--- config.mk ---
export PLATFORM = sky130hd
export DESIGN_NAME = ysyx_22041207_pipe_stage
export DESIGN_NICKNAME = d
export VERILOG_FILES = /design/src/rtl/ysyx_22041207_pipe_stage.sv
export SDC_FILE = /design/constraint.sdc
export NUM_CORES = 1
export LEC_CHECK = 0
export CAP_MARGIN = 30
export CORE_MARGIN = 4
export CORE_UTILIZATION = 44
export CTS_CLUSTER_DIAMETER = 30
export DETAILED_ROUTE_END_ITERATION = 12
export PLACE_DENSITY = 0.88
export RECOVER_POWER = 50
export REMOVE_ABC_BUFFERS = 1
export SYNTH_ARGS = -nofsm -noshare
export SYNTH_HDL_FRONTEND = slang
export SYNTH_SLANG_ARGS = --single-unit
--- constraint.sdc ---
create_clock -name clk -period 1.6 [get_ports clk]
set_input_delay 0.32 -clock clk [delete_from_list [all_inputs] [get_ports clk]]
set_output_delay 0.32 -clock clk [all_outputs]
set_load 0.01 [all_outputs]
--- src/rtl/ysyx_22041207_pipe_stage.sv ---
// ysyx_22041207_pipe_stage: two-entry skid-buffered pipeline register with flush,
// occupancy report and saturating stall counter.
module ysyx_22041207_pipe_stage #(
    parameter int PC_W   = 64,
    parameter int INST_W = 32,
    parameter int META_W = 4,
    parameter int CNT_W  = 16
) (
    input  logic              clk,
    input  logic              rst_n,
    input  logic              flush,
    input  logic              in_valid,
    output logic              in_ready,
    input  logic [INST_W-1:0] in_inst,
    input  logic [PC_W-1:0]   in_pc,
    input  logic [META_W-1:0] in_meta,
    output logic              out_valid,
    input  logic              out_ready,
    output logic [INST_W-1:0] out_inst,
    output logic [PC_W-1:0]   out_pc,
    output logic [META_W-1:0] out_meta,
    output logic [1:0]        occupancy,
    output logic [CNT_W-1:0]  stall_cnt
);
    logic              main_valid, skid_valid;
    logic [INST_W-1:0] skid_inst;
    logic [PC_W-1:0]   skid_pc;
    logic [META_W-1:0] skid_meta;
    logic              accept, issue;

    assign in_ready  = !skid_valid;
    assign out_valid = main_valid;
    assign accept    = in_valid & in_ready;
    assign issue     = main_valid & out_ready;
    assign occupancy = {main_valid & skid_valid, main_valid ^ skid_valid};

    always_ff @(posedge clk) begin
        if (!rst_n) begin
            main_valid <= 1'b0;
            skid_valid <= 1'b0;
            out_inst   <= '0;
            out_pc     <= '0;
            out_meta   <= '0;
            skid_inst  <= '0;
            skid_pc    <= '0;
            skid_meta  <= '0;
            stall_cnt  <= '0;
        end else begin
            if (main_valid && !out_ready && stall_cnt != '1)
                stall_cnt <= stall_cnt + CNT_W'(1);
            // payload registers keep their contents on flush and on bubbles
            if (flush) begin
                main_valid <= 1'b0;
                skid_valid <= 1'b0;
            end else if (skid_valid) begin
                if (issue) begin
                    out_inst   <= skid_inst;
                    out_pc     <= skid_pc;
                    out_meta   <= skid_meta;
                    skid_valid <= 1'b0;
                end
            end else if (issue || !main_valid) begin
                main_valid <= accept;
                if (accept) begin
                    out_inst <= in_inst;
                    out_pc   <= in_pc;
                    out_meta <= in_meta;
                end
            end else if (accept) begin
                skid_inst  <= in_inst;
                skid_pc    <= in_pc;
                skid_meta  <= in_meta;
                skid_valid <= 1'b1;
            end
        end
    end
endmodule

After elaboration in Yosys (flattened, before gate mapping)
Cells that the tools add are included.
- flip-flop bits (word level): 218
- bits in latches: 0
- RAM bits: 0
- bits in read-only memories: 0
- input port bits: 105
- output and inout bits: 120
- logic and storage cells: 48
- memories kept: 0
- add/sub/neg operators: 1
- multipliers: 0
- divide/modulo/power cells: 0
- $lt $le $gt $ge: 0
- eq/ne operators: 2
- shift operators: 0
- muxes and demuxes: 16
- bitwise gates (word level): 8
- reduce and logical (&&, ||, !) cells: 12
- operators by type and width (operator ; count):
    64-bit 2-to-1 mux ; 4
    32-bit 2-to-1 mux ; 4
    16-bit by 1-bit adder with 16-bit output, second input constant ; 1
    4-bit 2-to-1 mux ; 4
    16-bit != test, second input constant ; 1
    4-bit AND reduction ; 2
    1-bit 2-to-1 mux ; 4
    1-bit inverter ; 4
    2-bit nonzero test ; 2
    1-bit AND ; 3
    1-bit zero test ; 3
    1-bit logical AND ; 2
    2-bit by 1-bit != test with 1-bit output, second input constant ; 1
    2-bit AND reduction ; 1
    2-bit OR reduction ; 1
    1-bit logical OR ; 1
    1-bit XOR ; 1

Depth between registers and ports, before layout
- depth after elaboration: 5
- gate-level depth with buffers: 7
- mapped depth without buffers: 5

Worst setup path after synthesis
No wires, ideal clock.
- path type: reg-to-reg
- start: register stall_cnt[0]
- end: register stall_cnt[4]
- library setup time: 0.070 ns
- data arrival time: 1.657 ns
- data required time: 1.530 ns
- path slack: -0.127 ns
- stages on the path, launching flop included: 7
- path buffers: 1
- clock period less this slack: 1.727 ns
- path through: dfxtp_1 > ha_1 > and4_1 > and4_4 > buf_6 > or4_1 > a21oi_1
- longest elaborated chain between the ends: 2
- elaborated cells on any way between the ends: 3
- classes of those cells: add/sub: 1; eq/ne: 1; reduce/logical: 1
- RTL lines (element ; line ; source):
    from (decl) ; 23 ; output logic [CNT_W-1:0] stall_cnt
    from (signal assigned) ; 50 ; stall_cnt <= stall_cnt + CNT_W'(1);
    branches (longest 2 deep; another with 16-bit by 1-bit adder with 16-bit output) ; n/a ;
Parallel ways; which one is timed is not known.
A chain may end at the register's enable or synchronous reset.

Worst setup path after layout
- start: register skid_valid
- end: register out_pc[21]
- longest elaborated chain between the ends: 4
- elaborated cells on any way between the ends: 7
- classes of those cells: eq/ne: 1; mux: 1; bitwise: 1; reduce/logical: 4
- RTL lines (element ; line ; source):
    from (decl) ; 25 ; logic main_valid, skid_valid;
    from (signal assigned) ; 40 ; skid_valid <= 1'b0;
    from (signal assigned) ; 54 ; skid_valid <= 1'b0;
    from (signal assigned) ; 60 ; skid_valid <= 1'b0;
    1-bit zero test ; 31 ; assign in_ready = !skid_valid;
    1-bit AND ; 33 ; assign accept = in_valid & in_ready;
    2-bit nonzero test (no line) ; n/a ;
    4-bit AND reduction (no line) ; n/a ;
    to (signal assigned) ; 58 ; out_pc <= skid_pc;
    to (signal assigned) ; 66 ; out_pc <= in_pc;
    to (decl) ; 20 ; output logic [PC_W-1:0] out_pc,
Parallel ways exist; a longest one is shown, timed or not.

==> flow_metrics.py <==
metrics = {
    "place": {
        "port_buffers": 224,
        "dp_cells": 1460,
        "dp_hpwl_um": 16100,
        "finalWeightedCongestion": 0.823,
    },
    "run_status": {
        "run_status": "finished with violations",
        "failed_checks": "negative setup slack",
    },
    "worst_hold_path": {
        "worst_hold_path.num_cells": 3,
        "worstHoldEndpoint": "skid_inst[14]",
        "hold_class": "input pin to register",
        "startpoint_of_the_most_critical_hold_path": "in_inst[14]",
    },
    "grt": {
        "pin_count_of_the_biggest_net_entering_global_routing": 49,
        "first_global_vias": 9180,
        "global_route_wire_length_before_repair_um": 48100,
        "global_router_s_overall_resource_usage_pct": 27.0,
        "grt-ovfl-total": 0,
        "grt_antenna_before_repair": 0,
    },
    "timing": {
        "fmax_mhz": 587,
        "finalCriticalPeriod_ns": 1.70,
        "fin_tns_setup_ns": -3.57,
        "grt_setup_unrepaired": "true",
        "report.final.slew_viol_count": 0,
        "fin_crit_sh_pct": 106,
        "timing.max_slew.rel_slack_pct": 59.9,
        "report.final.setup_viol": 115,
        "fin_skew_ns": 0.0228,
        "worst_tran_pin_value_ns": 0.602,
        "timing_hold_violations_final": 0,
        "setup_ws_ns": -0.102,
    },
    "clock_network": {
        "cts_tree": "built",
        "clock-root-buffer": "clkbuf_16",
        "cts_num_sinks": 218,
        "cts_inserted_buffers": 43,
        "worst_setup_hold_path_clk_slew_ns": 0.05,
        "clk_path_buf_depth": 3,
        "clk_latency_ns": 0.52,
        "cts.htree.levels": 2,
    },
    "job": {
        "max_cap_viol_count": 0,
    },
    "setup_path": {
        "worst-setup-path-type": "register to register",
        "timing.critical_path.fanout_max": 6,
        "worst_r2r_endpoint": "out_pc[21]",
        "startpoint_type_of_the_worst_setup_path": "register",
        "arrival_ns": 2.10,
        "critPathCaptureType": "register",
        "ff2ff_path_depth": 8,
        "critical_path_required_ns": 2.00,
        "r2r_slack_ns": -0.10,
        "worst_r2r_startpoint": "skid_valid",
    },
    "finish": {
        "fill_cells": 1184,
        "finish.net_count": 1404,
        "multiInputGateArea_sq_um": 4580,
        "final_layout_size_suffix_gt1_share_pct": 27.1,
        "num_antenna_cells": 0,
        "layout.cells.non_filler": 1596,
        "area_delta_synth_final_pct": 67.8,
        "seq_area_sq_um": 4380,
    },
    "synth": {
        "yosys_register_bits": 218,
        "syn-cell-area_sq_um": 8720,
        "synth_sequential_area_ratio_pct": 50.1,
        "synthesis.area_per_instance_sq_um": 8.77,
        "netlist.area_leader.share_pct": 50.1,
        "synthTopCellsByCount": "dfxtp_1 (218), nand2_1 (205), a21oi_1 (115)",
        "postSynthCellCount": 994,
        "number_of_warning_messages_in_the_yosys_log": 0,
        "synth_largest_area_cell": "dfxtp_1",
        "synth_most_common_cell": "dfxtp_1",
        "synth_cell_type_count": 31,
        "ys.flop_type": "dfxtp_1",
        "post_synth_main_area_contributors": "dfxtp_1 (50%), mux2i_1 (12%), nand2_1 (8.8%), a211oi_1 (8.8%), a21oi_1 (6.6%)",
        "synthArstFlopShare_pct": 0,
        "number_of_enable_type_register_cells_in_the_synthesized_netlist": 0,
    },
    "floorplan": {
        "fp.coreArea_sq_um": 19500,
        "floorplan.initialDensity_pct": 44.8,
        "die_w_um": 149,
        "std_cell_rows": 51,
        "die-area_sq_um": 22100,
        "die_height_um": 149,
        "boundaryPins": 225,
    },
    "power_and_ir_drop": {
        "power_leakage_nw": 5.54,
        "p_per_area_nw_per_um2": 1160,
        "max-vdd-ir-drop_mv": 1.04,
    },
    "drt": {
        "drc_errors": 0,
        "route.vias.total": 9212,
        "number_of_nets_with_antenna_violations_after_detailed_routing": 0,
        "dr.pass1.iters": 6,
        "drt-initial-drc-count": 626,
        "vias_per_cell": 5.77,
        "drt-wirelength-per-cell_um": 21.4,
        "drt_wl_total_um": 34200,
    },
}
-- worst max-delay path by stage --
stage / startpoint / endpoint / slack, ns / depth (start not counted)
6_report: skid_valid / out_pc[21] / -0.10 / 8
5_1_grt: skid_valid / out_pc[17] / -0.18 / 5
4_1_cts: out_valid / out_inst[2] / -0.12 / 8
3_5_place_dp: out_ready / out_pc[51] / -0.53 / 7
3_3_place_gp: out_ready / out_inst[8] / -0.45 / 7
2_1_floorplan: skid_valid / out_inst[0] / -8.73 / 3
-- flip-flops by register name, summed over array words and instances, names as in the netlist --
signal	cells
skid_pc	64
skid_inst	32
stall_cnt	16
out_pc	64
skid_meta	4
out_valid	1
out_inst	32
out_meta	4
skid_valid	1
-- layout make-up --
| cell class | count | area share [%] |
|---|---|---|
| clock buffers | 51 | 8.26 |
| clock inverters | 28 | 2.25 |
| flip-flops and latches | 218 | 29.9 |
| inverters | 6 | 0.188 |
| repair buffers | 341 | 25.8 |
| multi-input cells | 687 | 31.3 |
| well taps | 265 | 2.27 |
-- where the power goes --
part / switching (W) / internal [W] / leakage, nW
Clock: 0.00312 / 0.00626 / 0.730
Combinational: 0.000905 / 0.000947 / 3.03
Sequential: 0.000140 / 0.00564 / 1.78
Total: 0.00416 / 0.0128 / 5.54
-- cell usage in the layout (no fill, tap or decap), drive strengths merged, types with 6 or more instances in the layout --
cell and instances:
and4 7, mux2i 101, clkbuf 69, inv 15, buf 105, o31ai 8
nand3 6, dfxtp 218, dlygate4sd2 110, clkdlybuf4s50 104, or4 7, nor2 101
a21oi 115, nand2 205, clkinvlp 9, a211oi 103
-- metrics by stage --
step / hold WS [ns] / util, % / total power [W] / cell area [sq um] / setup slack [ns]
2_1_floorplan: 0.420 / - / 0.00647 / 8320 / -8.73
3_3_place_gp: 0.441 / 59.4 / 0.00727 / 11600 / -0.451
3_5_place_dp: 0.446 / 59.4 / 0.00730 / 11600 / -0.528
4_1_cts: 0.362 / 72.4 / 0.0169 / 14100 / -0.123
5_1_grt: 0.375 / 75.1 / 0.0175 / 14600 / -0.176
6_report: 0.375 / 75.1 / 0.0170 / 14600 / -0.102
-- kinds of logic after synthesis --
| family | after synthesis | share of synthesized area [%] |
|---|---|---|
| muxes | 101 | 11.6 |
| and+or+nand+nor | 350 | 16.5 |
| DFF | 218 | 50.1 |
| buffers and inverters | 90 | 4.79 |
| AOI/OAI and AO/OA | 233 | 16.7 |
| adders and majority gates | 2 | 0.287 |
-- layer usage --
layer | wire length, um | vias to the layer above | track usage, %
met5 | 0 | - | 0
met1 | 12200 | 4428 | 30.4
met3 | 3100 | 136 | 6.59
li1 | - | 4094 | -
met2 | 17300 | 554 | 48.1
met4 | 1560 | 0 | 12.5
-- worst max-delay path: stages, from the launching register on --
cell and delay (ns):
dfxtp_4 0.36, nand2b_4 0.17, a211oi_4 0.25, buf_6 0.17, buf_8 0.13, buf_12 0.12
buf_12 0.13, nor2_2 0.05, a211oi_2 0.22
-- repair_timing --
action                     4_1_cts  5_1_grt
buffers inserted                31        5
hold buffers                     0        0
pin swaps                       43       28
setup endpoints to repair      311      192
hold endpoints to repair         0        0
cloned                          19       13
resized for setup              234      139
(Power assumes the default switching activity.)
